<file path="src/rtl/bcd_seg_scan_if.sv">
// Display-word handshake and multiplexed 7-segment outputs for bcd_seg_scan.
// Handshake: a word moves from master to slave only on a rising clk edge where bcd_valid_i and bcd_ready_o are both 1.
interface bcd_seg_scan_if #(
    parameter int NUM_DIGITS = 10
);
    logic [39:0]           bcd_i;
    logic                  bcd_valid_i;
    logic                  bcd_ready_o;
    logic [6:0]            seg_o;
    logic [NUM_DIGITS-1:0] an_o;
    logic                  frame_done_o;
    logic                  fsm_state;     // 0 = IDLE, 1 = SCAN

    modport master (
        output bcd_i,
        output bcd_valid_i,
        input  bcd_ready_o,
        input  seg_o,
        input  an_o,
        input  frame_done_o,
        input  fsm_state
    );

    modport slave (
        input  bcd_i,
        input  bcd_valid_i,
        output bcd_ready_o,
        output seg_o,
        output an_o,
        output frame_done_o,
        output fsm_state
    );
endinterface

</file>
<file path="src/rtl/bcd_seg_scan.sv">
// Multiplexed BCD 7-segment scanner with a one-entry pending word swapped in only at frame boundaries.
// Optional leading-zero blanking is enabled by defining BCD_SEG_LZB_EN.
module bcd_seg_scan #(
    parameter int NUM_DIGITS = 10,
    parameter int PRESCALE   = 50000
) (
    input  logic          clk,
    input  logic          rst_n,
    bcd_seg_scan_if.slave bus
);
    localparam int IDX_W = (NUM_DIGITS > 1) ? $clog2(NUM_DIGITS) : 1;
    localparam int PS_W  = $clog2(PRESCALE);
    localparam logic [IDX_W-1:0] LAST_IDX = IDX_W'(NUM_DIGITS - 1);
    localparam logic [PS_W-1:0]  LAST_PS  = PS_W'(PRESCALE - 1);

    typedef enum logic {
        IDLE = 1'b0,
        SCAN = 1'b1
    } state_t;

    state_t state;
    state_t state_next;

    logic [PS_W-1:0]       ps_cnt;
    logic [IDX_W-1:0]      idx;
    logic [39:0]           pending;
    logic [39:0]           disp;
    logic                  pending_full;
    logic                  pending_full_next;
    logic                  ready_r;
    logic                  accept;
    logic                  boundary;
    logic                  load_disp;
    logic [3:0]            cur_digit;
    logic                  digit_on;
    logic [6:0]            seg_r;
    logic [NUM_DIGITS-1:0] an_r;
    logic                  frame_done_r;

    function automatic logic [6:0] seg_decode(input logic [3:0] d);
        logic [6:0] s;
        case (d)
            4'd0:    s = 7'b1000000;
            4'd1:    s = 7'b1111001;
            4'd2:    s = 7'b0100100;
            4'd3:    s = 7'b0110000;
            4'd4:    s = 7'b0011001;
            4'd5:    s = 7'b0010010;
            4'd6:    s = 7'b0000010;
            4'd7:    s = 7'b1111000;
            4'd8:    s = 7'b0000000;
            4'd9:    s = 7'b0010000;
            default: s = 7'b0111111;
        endcase
        return s;
    endfunction

    assign accept   = bus.bcd_valid_i && ready_r;
    assign boundary = (state == SCAN) && (ps_cnt == LAST_PS) && (idx == LAST_IDX);

    always_ff @(posedge clk) begin
        if (!rst_n) begin
            state <= IDLE;
        end else begin
            state <= state_next;
        end
    end

    // SCAN is only left through reset; the display word changes only on a boundary.
    always_comb begin
        state_next = state;
        load_disp  = 1'b0;
        case (state)
            IDLE: begin
                if (pending_full) begin
                    load_disp  = 1'b1;
                    state_next = SCAN;
                end
            end
            SCAN: begin
                if (boundary && pending_full) begin
                    load_disp = 1'b1;
                end
            end
            default: begin
                state_next = IDLE;
            end
        endcase
    end

    always_ff @(posedge clk) begin
        if (!rst_n) begin
            ps_cnt <= '0;
            idx    <= '0;
        end else if (state == IDLE) begin
            ps_cnt <= '0;
            idx    <= '0;
        end else if (ps_cnt == LAST_PS) begin
            ps_cnt <= '0;
            idx    <= (idx == LAST_IDX) ? '0 : idx + 1'b1;
        end else begin
            ps_cnt <= ps_cnt + 1'b1;
        end
    end

    // accept needs an empty slot and load_disp needs a full one, so they never coincide:
    // a word taken on a boundary cycle always waits for the next boundary.
    always_comb begin
        pending_full_next = pending_full;
        if (load_disp) begin
            pending_full_next = 1'b0;
        end
        if (accept) begin
            pending_full_next = 1'b1;
        end
    end

    always_ff @(posedge clk) begin
        if (!rst_n) begin
            pending      <= '0;
            disp         <= '0;
            pending_full <= 1'b0;
            ready_r      <= 1'b1;
        end else begin
            if (load_disp) begin
                disp <= pending;
            end
            if (accept) begin
                pending <= bus.bcd_i;
            end
            pending_full <= pending_full_next;
            ready_r      <= !pending_full_next;
        end
    end

    always_comb begin
        cur_digit = 4'h0;
        for (int k = 0; k < NUM_DIGITS; k++) begin
            if (idx == IDX_W'(k)) begin
                cur_digit = disp[4*k +: 4];
            end
        end
    end

`ifdef BCD_SEG_LZB_EN
    logic [IDX_W-1:0] msd;

    // Highest non-zero digit wins; an all-zero word keeps only digit 0 lit.
    always_comb begin
        msd = '0;
        for (int k = 0; k < NUM_DIGITS; k++) begin
            if (disp[4*k +: 4] != 4'h0) begin
                msd = IDX_W'(k);
            end
        end
    end

    assign digit_on = (idx <= msd);
`else
    assign digit_on = 1'b1;
`endif

    always_ff @(posedge clk) begin
        if (!rst_n) begin
            seg_r        <= 7'h7F;
            an_r         <= '1;
            frame_done_r <= 1'b0;
        end else begin
            frame_done_r <= boundary;
            if (state == SCAN && digit_on) begin
                seg_r <= seg_decode(cur_digit);
                an_r  <= ~(NUM_DIGITS'(1) << idx);
            end else begin
                seg_r <= 7'h7F;
                an_r  <= '1;
            end
        end
    end

    assign bus.bcd_ready_o  = ready_r;
    assign bus.seg_o        = seg_r;
    assign bus.an_o         = an_r;
    assign bus.frame_done_o = frame_done_r;
    assign bus.fsm_state    = (state == SCAN);
endmodule

</file>
<file path="src/flat_wrapper.sv">
// flat-port wrapper written by rule: the top's interface ports become plain ports
module bcd_seg_scan_flat 
#(
    parameter int NUM_DIGITS = 10,
    parameter int PRESCALE   = 50000
)
  (clk, rst_n, bus_bcd_i, bus_bcd_valid_i, bus_bcd_ready_o, bus_seg_o, bus_an_o, bus_frame_done_o, bus_fsm_state);
  bcd_seg_scan_if #(.NUM_DIGITS(NUM_DIGITS)) bus_i ();
  input  logic clk;
  input  logic rst_n;
  input wire logic [$bits(bus_i.bcd_i)-1:0] bus_bcd_i;
  input wire logic [$bits(bus_i.bcd_valid_i)-1:0] bus_bcd_valid_i;
  output wire logic [$bits(bus_i.bcd_ready_o)-1:0] bus_bcd_ready_o;
  output wire logic [$bits(bus_i.seg_o)-1:0] bus_seg_o;
  output wire logic [$bits(bus_i.an_o)-1:0] bus_an_o;
  output wire logic [$bits(bus_i.frame_done_o)-1:0] bus_frame_done_o;
  output wire logic [$bits(bus_i.fsm_state)-1:0] bus_fsm_state;
  assign bus_i.bcd_i = bus_bcd_i;
  assign bus_i.bcd_valid_i = bus_bcd_valid_i;
  assign bus_bcd_ready_o = bus_i.bcd_ready_o;
  assign bus_seg_o = bus_i.seg_o;
  assign bus_an_o = bus_i.an_o;
  assign bus_frame_done_o = bus_i.frame_done_o;
  assign bus_fsm_state = bus_i.fsm_state;
  bcd_seg_scan #(.NUM_DIGITS(NUM_DIGITS), .PRESCALE(PRESCALE)) u_core (.clk(clk), .rst_n(rst_n), .bus(bus_i));
endmodule
</file>
<file path="config.mk">
export PLATFORM = sky130hd
export DESIGN_NAME = bcd_seg_scan_flat
export DESIGN_NICKNAME = d
export VERILOG_FILES = /design/src/rtl/bcd_seg_scan_if.sv /design/src/rtl/bcd_seg_scan.sv /design/src/flat_wrapper.sv
export SDC_FILE = /design/constraint.sdc
export NUM_CORES = 1
export LEC_CHECK = 0
export BUFFER_PORTS_ARGS = -buffer_cell sky130_fd_sc_hd__clkbuf_2
export CAP_MARGIN = 20
export CORE_MARGIN = 10
export CORE_UTILIZATION = 58
export CTS_CLUSTER_DIAMETER = 50
export CTS_CLUSTER_SIZE = 14
export DETAILED_ROUTE_END_ITERATION = 12
export PLACE_DENSITY_LB_ADDON = 0.15
export SKIP_CTS_REPAIR_TIMING = 1
export SLEW_MARGIN = 20
export SYNTH_ARGS = -nofsm -noshare
export SYNTH_HDL_FRONTEND = slang
export SYNTH_SLANG_ARGS = --single-unit
</file>
<file path="constraint.sdc">
create_clock -name clk -period 2.7 [get_ports clk]
set_input_delay 0.54 -clock clk [delete_from_list [all_inputs] [get_ports clk]]
set_output_delay 0.54 -clock clk [all_outputs]
set_load 0.03 [all_outputs]
</file>
# --- Yosys cells after proc, flatten, opt, wreduce, memory -nomap -nowiden ---
# Memories as Yosys holds them, arrays and structs flattened. A register that Yosys moved wholly into a read port is not among the register bits.
# Index checks and enable logic that the tools add are counted.
word_totals:
  word_cells: 52
  inputBits: 43
  output_inout_bits: 20
  ff_bits: 114
  n_memories: 1
  rom_bits: 112
op_classes:
  reduce_logical: 9
  n_eq_ne: 10
  bitwise: 3
  shifts: 1
  n_mux: 17
  add_sub_neg: 2
memory_table:
  columns: ["name", "words", "width", "rd", "rd_ports_with_merged_regs", "wr", "line_no", "rtl"]
  rows:
  - ["(name not given)", 16, 7, 1, 1, 0, "bcd_seg_scan.sv:42", "case (d)"]
op_table:
  columns: ["cell", "count"]
  rows:
  - ["2-to-1 mux 4 bit", 11]
  - ["adder 16 x 1 -> 16 bit (second input constant)", 1]
  - ["== test 16 bit (second input constant)", 1]
  - ["== test 4 x 3 -> 1 bit (second input constant)", 4]
  - ["inverter 10 bit", 1]
  - ["left shift 1 x 4 -> 10 bit (first input constant)", 1]
  - ["== test 4 x 2 -> 1 bit (second input constant)", 2]
  - ["== test 4 bit (second input constant)", 2]
  - ["2-to-1 mux 1 bit", 5]
  - ["adder 4 x 1 -> 4 bit (second input constant)", 1]
  - ["== test 4 x 1 -> 1 bit (second input constant)", 1]
  - ["logical AND 1 bit", 4]
  - ["logical NOT 4 bit", 1]
  - ["OR reduction 3 bit", 1]
  - ["logical NOT 1 bit", 2]
  - ["inverter 1 bit", 2]
  - ["one-hot mux 1 bit (2 select lines)", 1]
  - ["AND reduction 2 bit", 1]

# --- Longest topological paths before layout ---
# Gate-level depths: netlist (run 1).
logic_depth:
  ltp_word: 11
  ltp_mapped: 10
  depth_no_buf: 8

# --- Worst setup path after synthesis (run 1) ---
# OpenSTA, ideal clock, no wires.
synth_timing:
  kind: "register to register"
  from: "register u_core.idx[2]"
  to: "register u_core.seg_r[3], in the netlist u_core.bus.seg_o[3]"
  path_stages_with_launch: 10
  required_time_ps: 2625
  t_arrival_ps: 2262
  slack_ps: 363
  path_cell_list: "dfxtp_1 buf_2 nor2b_1 a32o_1 o21ai_0 a221oi_1 ha_1 a211o_1 o311a_1 o21ai_0"
synth_via:
  elab_chain_cells: 11
synth_lines:
  columns: ["item", "line_no", "rtl"]
  rows:
  - ["start, declared", "bcd_seg_scan.sv:25", "logic [IDX_W-1:0] idx;"]
  - ["start signal, assigned", "bcd_seg_scan.sv:100", "idx <= (idx == LAST_IDX) ? '0 : idx + 1'b1;"]
  - ["logical NOT 4 bit", "bcd_seg_scan.sv:139", "if (idx == IDX_W'(k)) begin"]
  - ["2-to-1 mux 4 bit (9 in series)", "bcd_seg_scan.sv:139", null]
  - ["2-to-1 mux 4 bit *", "bcd_seg_scan.sv:139", null]
  - ["end, declared", "bcd_seg_scan.sv:36", "logic [6:0] seg_r;"]
# Every way passes the cells marked *; elsewhere a longest branch is shown, timed or not.
# A chain may end at the register's enable or synchronous reset.

# --- Final worst setup path (run 1) ---
layout_timing:
  from: "register u_core.idx[1]"
  to: "register u_core.seg_r[3], in the netlist u_core.bus.seg_o[3]"
# Same word-level chain as after synthesis.

==> key figures, run 1 <==
Outcome
  • Outcome: finished, final reports clean

Pwr
  • Combinational group share of total power: 5.8%
  • Static Leak: 2.31 nW
  • Worst VDD drop: 0.350 mV
  • Clk pwr share: 49.6%
  • Pint: 3.22 mW
  • Reg power frac: 44.5%
  • Net Sw Frac: 23.7%
  • Tot Pwr: 4.22 mW
  • PD cells: 686 nW/µm²
  • Psw: 1.00 mW

Final layout
  • Fin nets: 693
  • FILL cells: 666
  • Final instance area: 6150 µm²
  • Area Overhead vs Synth: 17.9%
  • N_diodes: 0
  • Layout cells sized above 1: 27.2%

Job
  • Max Cap Violations: 0

Worst setup path
  • Worst setup SP type: register
  • Critical path type: reg2reg
  • CP Max Fanout: 14
  • Critical Path AT: 2.97 ns
  • Crit path capture type: register
  • Worst Path Required: 3.14 ns

Die
  • Die Y: 115 µm
  • Core ar.: 8720 µm²
  • Ports: 63
  • Die W: 115 µm
  • Die area: 13,200 µm²
  • Rows: 34
  • Initial Util: 59.8%

Logic synthesis
  • Synth top area share: 46.4%
  • Register area share after synthesis: 46.4%
  • Synth warn: 0
  • Post-synth EDFFs: 0
  • Synth top cells by count: 167 x nand2_1, 121 x dfxtp_1, 40 x a21boi_0, 40 x a21boi_2, 30 x nor2_1
  • Yosys reg bits: 121
  • Synth area leaders: dfxtp_1 46%, nand2_1 12%, a21boi_2 8.6%
  • Cell count after synthesis: 585
  • Yosys top cell by area: dfxtp_1
  • Top-count cell post-synth: nand2_1
  • Syn nets: 632
  • Mean post-synth cell area: 8.92 µm²
  • Distinct cells, synth: 56
  • Synth Cell Area: 5220 µm²
  • Most used DFF post-synth: dfxtp_1
  • Ys async rst share: 0%

Placed design
  • Port buffer count: 62
  • DP HPWL: 7.72 mm
  • Final GP Congestion: 0.942
  • Placed instance area: 5590 µm²

Clocking
  • H-tree level count: 4
  • Number of buffers created by CTS: 17
  • Root buf cell: clkbuf_8
  • Clock Path Buffers: 2
  • Clk sinks: 121
  • Clock-pin slew on the worst setup and hold paths: 0.06 ns
  • Worst skew pair latency: 0.52 ns
  • CTS tree: yes

Timing
  • Clk_skew: 0.00574 ns
  • Tmin final: 2.53 ns
  • Final Hold Viols: 0
  • Fmax: 0.395 GHz
  • Setup TNS: 0 ns
  • Endpoints failing setup: 0
  • Period utilization: 93.7%
  • Fin. max-slew vios: 0
  • RSZ-0062 raised after global routing: no
  • Worst slew pin tran: 0.628 ns
  • Relative slew slack: 58.1%

Drt
  • Wire length per cell: 14.7 µm
  • Pre-antenna DRT Iters: 4
  • Via Count: 4,039
  • Drt via density: 5.27
  • DRT antenna net count: 0
  • DR DRC count: 0
  • WL final: 11.3 mm
  • Initial DRC Count: 215

Global routing
  • Initial antenna violation count: 0
  • Largest net degree at the start of global routing: 83
  • Total GRT Usage: 17.9%
  • GR Overflow Total: 0
  • Vias in the first global route: 4,001
  • First-pass GRT wire length: 19.4 mm

Hold path
  • Tightest Hold Check Type: in2reg
[through the flow]
stage | util, % | instances | worst slack (ns) | hold WS (ns)
finish | 70.5 | 767 | 0.170 | 0.251
global placement | 64.1 | 735 | 0.358 | 0.436
detailed placement | 64.1 | 735 | 0.269 | 0.451
CTS | 70.5 | 767 | 0.181 | 0.231
floorplan | - | 585 | 0.363 | 0.426
global route | 70.5 | 767 | 0.0399 | 0.234
[kinds of logic after synthesis]
family,synth area share (%)
mux,2.06
fa+ha+maj,0.959
buf+inv,5.01
xor+xnor,2.52
flops,46.4
compound gates,20.4
simple gates,22.6
[power by group through the flow]
stage                     registers (mW)  logic, mW  clock network, mW
final                               1.88      0.246               2.09
after global routing                1.88      0.278               2.22
after CTS                           1.88      0.249               2.13
after detailed placement            1.92      0.247                  0
after global placement              1.91      0.241                  0
after floorplan                     1.92      0.173                  0
[worst max-delay path, stage by stage, from the launching register on]
cell and delay [ns]:
dfxtp_1 0.61, buf_4 0.22, mux2_2 0.34, a22oi_1 0.19, o22a_1 0.22, nand2_1 0.12
ha_1 0.32, a211o_1 0.24, o311a_1 0.12, o21ai_0 0.07
[cells in the final DEF (no fill, tap or decap), types with 5 or more instances in the layout]
cell         n
a21boi_0    40
a21boi_2    40
a21oi_1      8
and2_1       7
buf_4       18
clkbuf_16   16
clkbuf_2    62
dfxtp_1    121
inv_1        8
nand2_1    167
nand2_2     15
nand3_1      9
nor2_1      30
nor2b_1      7
o21ai_0     11
xnor2_1      5
xor2_1      10
[worst paths after layout]
kind | to | from | depth (start not counted) | slack [ns]
max | u_core.bus.seg_o[3] | u_core.idx[1] | 9 | 0.17
max reg2reg | u_core.bus.seg_o[3] | u_core.idx[1] | 9 | 0.17
min | u_core.pending[36] | bus_bcd_i[36] | 3 | 0.25
min reg2reg | u_core.disp[7] | u_core.pending[7] | 2 | 0.46
[area by class of cell]
type                    instances  area [µm²]  share of cell area [%]
repair buffers                 81         465                    7.57
multi-input cells             417        2540                    41.2
well taps                     108         135                    2.20
clock buffers                  19         442                    7.18
inverters                       8        30.0                   0.488
flip-flops and latches        121        2420                    39.4
clock inverters                13         120                    1.95
[per-layer routing]
layer / global-route usage, % / routed length [µm]
met3: 5.73 / 673
met2: 27.9 / 5280
met4: 6.02 / 107
met5: 0 / 0
met1: 22.9 / 5220
[sequential cells by signal (all words and copies together), names as in the netlist]
register and count:
u_core.disp 40, u_core.bus.fsm_state 1, u_core.bus.frame_done_o 1, u_core.pending_full 1, u_core.bus.an_o 10, u_core.pending 40, u_core.bus.seg_o 7, u_core.ps_cnt 16
u_core.idx 4, u_core.bus.bcd_ready_o 1
Note: power is estimated with default switching activity, not from simulation.
==> inputs of run 2 (changes only) <==
==> constraint.sdc (replaced) <==
create_clock -name clk -period 2.7 [get_ports clk]
set_input_delay 0.405 -clock clk [delete_from_list [all_inputs] [get_ports clk]]
set_output_delay 0.405 -clock clk [all_outputs]
set_load 0.03 [all_outputs]
==> key figures, run 2 (synthesized netlist as in run 1, its figures left out) <==
Worst setup path
  • Worst Path Required: 3.13 ns
  • R2R setup slack: 0.20 ns
  • R2r endpoint: u_core.bus.seg_o[3]
  • CP Max Fanout: 14
  • Worst Setup EP: u_core.bus.seg_o[3]
  • Crit path launch: u_core.idx[1]
  • RR Startpoint: u_core.idx[1]
  • Crit path cell chain: buf_4 > mux2_2 > a22oi_1 > o22a_1 > nand2_1 > ha_1 > a211o_1 > o311a_1 > o21ai_0
  • Worst setup SP type: register
  • Critical path type: reg2reg
  • Crit-path slowest cell: dfxtp_1
  • Largest stage delay, worst path: 0.60 ns
  • R2r worst-path depth: 9
  • Critical Path AT: 2.93 ns
  • Crit path capture type: register

Die
  • Initial Util: 59.8%
  • Rows: 34
  • Die area: 13,200 µm²
  • Ports: 63
  • Die Y: 115 µm
  • Die W: 115 µm
  • Core ar.: 8720 µm²

Final layout
  • FILL cells: 678
  • N_diodes: 0
  • Post-route insts no fill: 767
  • Layout cells sized above 1: 27.0%
  • Multi-input gate area in the final layout: 2540 µm²
  • Fin nets: 693
  • Most frequent cells in the layout: 167 x nand2_1, 121 x dfxtp_1, 62 x clkbuf_2, 40 x a21boi_2, 40 x a21boi_0
  • Most common library cell in the layout ignoring fill and taps: nand2_1
  • Final instance area: 6160 µm²
  • Register area: 2420 µm²
  • Area Overhead vs Synth: 18.0%
  • Biggest regs: u_core.disp (40), u_core.pending (40), u_core.ps_cnt (16)

Global routing
  • GR Layer Usage met3: 5.10%
  • Vias in the first global route: 3,956
  • GR Overflow Total: 0
  • Initial antenna violation count: 0
  • Met1 GRT Util: 23.4%
  • Total GRT Usage: 17.7%
  • First-pass GRT wire length: 19.3 mm
  • Largest net degree at the start of global routing: 83
  • GR Util met2: 27.4%
  • Grt peak-use layer: met2

Timing
  • Fin. max-slew vios: 0
  • Tmin final: 2.50 ns
  • RSZ-0062 raised after global routing: no
  • Fmax: 0.400 GHz
  • Final Hold Viols: 0
  • Setup TNS: 0 ns
  • Period utilization: 92.5%
  • Relative slew slack: 56.2%
  • Endpoints failing setup: 0
  • Final WS setup: 0.201 ns
  • Worst slew pin tran: 0.657 ns
  • Clk_skew: 0.00984 ns

Drt
  • DRT antenna net count: 0
  • Drt via density: 5.34
  • WL final: 11.4 mm
  • Wire length per cell: 14.8 µm
  • DR DRC count: 0
  • Initial DRC Count: 321
  • Via Count: 4,092
  • Pre-antenna DRT Iters: 6

Hold path
  • Hold Path Stages: 3
  • Tightest Hold Check Type: in2reg

Pwr
  • PD cells: 693 nW/µm²
  • Tot Pwr: 4.26 mW
  • Static Leak: 2.31 nW
  • Worst VDD drop: 0.357 mV

Placed design
  • Post-place setup slack: 0.299 ns
  • Final GP Congestion: 0.956
  • Placed instance area: 5590 µm²
  • Dpl cells: 735
  • DP HPWL: 7.81 mm
  • Port buffer count: 62

Outcome
  • Outcome: finished, final reports clean

Clocking
  • CTS tree: yes
  • Root buf cell: clkbuf_8
  • Clock-pin slew on the worst setup and hold paths: 0.06 ns
  • Worst skew pair latency: 0.50 ns
  • Clk sinks: 121
  • Clock Path Buffers: 2
  • H-tree level count: 4
  • Number of buffers created by CTS: 17

Job
  • Max Cap Violations: 0
[run 2: cell types whose count changed in the layout (fill, tap and decap cells not counted), sizes merged]
cell,before,now
bufinv,1,2
clkbuf,81,80
clkinvlp,3,2
inv,10,11
[run 2: cell type report]
class | instances | area share, %
inverters | 8 | 0.488
clock inverters | 14 | 2.40
multi-input cells | 417 | 41.2
well taps | 108 | 2.20
clock buffers | 18 | 6.79
flip-flops and latches | 121 | 39.3
repair buffers | 81 | 7.56
[run 2: critical path, delay by kind of cell, from the launching register on]
kind	cells	cell delay [ns]
DFF	1	0.60
AOI/OAI and AO/OA	5	0.84
muxes	1	0.34
and+or+nand+nor	1	0.11
adders and majority gates	1	0.31
buffers and inverters	1	0.23
[run 2: worst min path at each step]
stage / startpoint / end / slack, ns
after floorplan: u_core.ps_cnt[0] / u_core.ps_cnt[0] / 0.43
after global placement: u_core.ps_cnt[0] / u_core.ps_cnt[0] / 0.44
after detailed placement: u_core.pending[17] / u_core.disp[17] / 0.45
after CTS: bus_bcd_i[12] / u_core.pending[12] / 0.11
after global routing: bus_bcd_i[12] / u_core.pending[12] / 0.12
final: bus_bcd_i[36] / u_core.pending[36] / 0.13
[run 2: power by group]
part | switching [mW] | total (mW) | internal (mW) | leakage, nW
combinational | 0.146 | 0.248 | 0.102 | 1.05
clock | 0.821 | 2.14 | 1.32 | 0.276
sequential | 0.0344 | 1.88 | 1.84 | 0.984
total | 1.00 | 4.26 | 3.26 | 2.31
[run 2: stage by stage]
stage	hold WS (ns)	utilization (%)
final	0.130	70.6
after CTS	0.112	70.5
after global routing	0.117	70.6
after floorplan	0.426	-
after detailed placement	0.448	64.1
after global placement	0.437	64.1
[run 2: metal layers]
metal | vias up | share of wire (%)
li1 | 2083 | -
met5 | - | 0
met4 | 0 | 0.54
met3 | 4 | 5.1
met2 | 98 | 46
met1 | 1907 | 48
==> inputs of run 3 (changes only) <==
- ABC_CLOCK_PERIOD_IN_PS: default -> 3150
- CORE_UTILIZATION: 58 -> 60
- clock period: 2.7 -> 3.15 ns (I/O delays scaled with it)
==> key figures, run 3 (synthesized netlist as in run 1, its figures left out) <==
Timing
  • Worst slew pin tran: 0.692 ns
  • Period utilization: 93.8%
  • Fin. max-slew vios: 0
  • Setup TNS: 0 ns
  • Endpoints failing setup: 0
  • Clk_skew: 0.0145 ns
  • RSZ-0062 raised after global routing: no
  • Relative slew slack: 53.3%
  • Tmin final: 2.96 ns
  • Final Hold Viols: 0
  • Fmax: 0.338 GHz
  • Hold slack final: 0.177 ns

Die
  • Die area: 12,800 µm²
  • Initial Util: 62.6%
  • Ports: 63
  • Rows: 33
  • Die W: 113 µm
  • Core ar.: 8340 µm²
  • Die Y: 113 µm

Final layout
  • Biggest regs: u_core.disp (40), u_core.pending (40), u_core.ps_cnt (16)
  • Most common library cell in the layout ignoring fill and taps: nand2_1
  • FILL cells: 622
  • Layout cells sized above 1: 25.8%
  • Fin nets: 684
  • N_diodes: 0
  • Most frequent cells in the layout: 167 x nand2_1, 121 x dfxtp_1, 62 x clkbuf_2, 40 x a21boi_2, 40 x a21boi_0
  • Area Overhead vs Synth: 17.4%

Worst setup path
  • Worst setup SP type: register
  • R2r endpoint: u_core.bus.seg_o[6]
  • CP Max Fanout: 20
  • Worst Path Required: 3.58 ns
  • Crit-path slowest cell: dfxtp_1
  • Levels on crit path: 7
  • Delay-heaviest family, CP: compound AO/OA/AOI/OAI gates
  • Critical path type: reg2reg
  • Crit path cell chain: buf_4 > nor2b_1 > a32o_1 > o311ai_0 > a21oi_1 > mux2_2 > o21ai_0
  • Critical Path AT: 3.39 ns
  • Crit path capture type: register
  • Worst Setup EP: u_core.bus.seg_o[6]
  • R2R setup slack: 0.19 ns
  • R2r worst-path depth: 7
  • Crit path launch: u_core.idx[1]
  • RR Startpoint: u_core.idx[1]
  • CP bufs+invs: 1
  • Largest stage delay, worst path: 0.76 ns

Drt
  • DR DRC count: 0
  • Initial DRC Count: 248
  • WL final: 11.8 mm
  • Pre-antenna DRT Iters: 5
  • Max layer used: met4
  • Met2 Routed Length: 5.57 mm
  • Routed length on met3: 607 µm
  • Wire length per cell: 15.6 µm
  • DRT antenna net count: 0
  • DRT met1 WL: 5.37 mm
  • Drt via density: 5.41
  • Via Count: 4,081

Global routing
  • Initial antenna violation count: 0
  • Vias in the first global route: 4,097
  • Total GRT Usage: 18.6%
  • Largest net degree at the start of global routing: 63
  • First-pass GRT wire length: 19.7 mm
  • GR Overflow Total: 0

Clocking
  • Clock Path Buffers: 2
  • Worst skew pair latency: 0.53 ns
  • CTS tree: yes
  • Clock-pin slew on the worst setup and hold paths: 0.06 ns
  • Root buf cell: clkbuf_8
  • H-tree level count: 4
  • Number of buffers created by CTS: 17
  • Clk sinks: 121

Placed design
  • Port buffer count: 62
  • DP HPWL: 7.95 mm
  • Final GP Congestion: 0.899

Pwr
  • Static Leak: 2.28 nW
  • PD cells: 626 nW/µm²
  • Worst VDD drop: 0.529 mV

Job
  • Max Cap Violations: 0

Outcome
  • Outcome: finished, final reports clean

Hold path
  • Tightest Hold Check Type: in2reg
==> run 3: cell types whose count changed in the layout (fill, tap and decap cells not counted), sizes merged <==
cell and delta:
buf -10, bufinv +2, clkinv -2, clkbuf +1
clkinvlp +1, inv -1
==> run 3: final cells by class <==
type / count / area [µm²] / share of cell area (%)
clock buffers: 18 / 428 / 6.99
inverters: 8 / 30.0 / 0.490
flip-flops and latches: 121 / 2420 / 39.6
clock inverters: 14 / 196 / 3.21
repair buffers: 72 / 382 / 6.23
well taps: 105 / 131 / 2.15
multi-input cells: 417 / 2530 / 41.4
==> run 3: metal layers <==
metal	vias up	GRT usage (%)
met3	20	5.92
li1	2064	-
met4	0	8.71
met2	103	29.3
met1	1894	22.7
met5	-	0
==> run 3: how the worst min path moves through the flow <==
stage / startpoint / end / slack (ns) / cells past startpoint
detailed placement: u_core.pending[36] / u_core.disp[36] / 0.45 / 2
CTS: bus_bcd_i[7] / u_core.pending[7] / 0.17 / 3
floorplan: u_core.ps_cnt[0] / u_core.ps_cnt[0] / 0.43 / 1
finish: bus_bcd_i[7] / u_core.pending[7] / 0.18 / 3
global route: bus_bcd_i[32] / u_core.pending[32] / 0.18 / 3
global placement: u_core.ps_cnt[0] / u_core.ps_cnt[0] / 0.44 / 1
==> run 3: per-stage QoR <==
| step | cells | power [mW] | util (%) | instance area, µm² | setup slack [ns] |
|---|---|---|---|---|---|
| final | 755 | 3.83 | 73.4 | 6120 | 0.194 |
| after global routing | 755 | 3.95 | 73.4 | 6120 | 0.0155 |
| after CTS | 754 | 3.86 | 73.4 | 6120 | 0.252 |
| after detailed placement | 722 | 1.85 | 65.9 | 5500 | 0.308 |
| after global placement | 722 | 1.84 | 65.9 | 5500 | 0.520 |
| after floorplan | 585 | 1.79 | - | 5220 | 0.813 |
==> run 3: power breakdown <==
group | internal [mW] | switching [mW] | total, mW
registers | 1.58 | 0.0300 | 1.61
clock network | 1.31 | 0.706 | 2.02
logic | 0.0817 | 0.125 | 0.207
total | 2.97 | 0.862 | 3.83
==> run 3: worst register-to-register path: cells and delay by family, from the launching register on <==
family	cells	cell delay [ns]
AOI/OAI and AO/OA	4	1.14
buffers and inverters	1	0.28
DFF	1	0.76
muxes	1	0.40
and+or+nand+nor	1	0.27
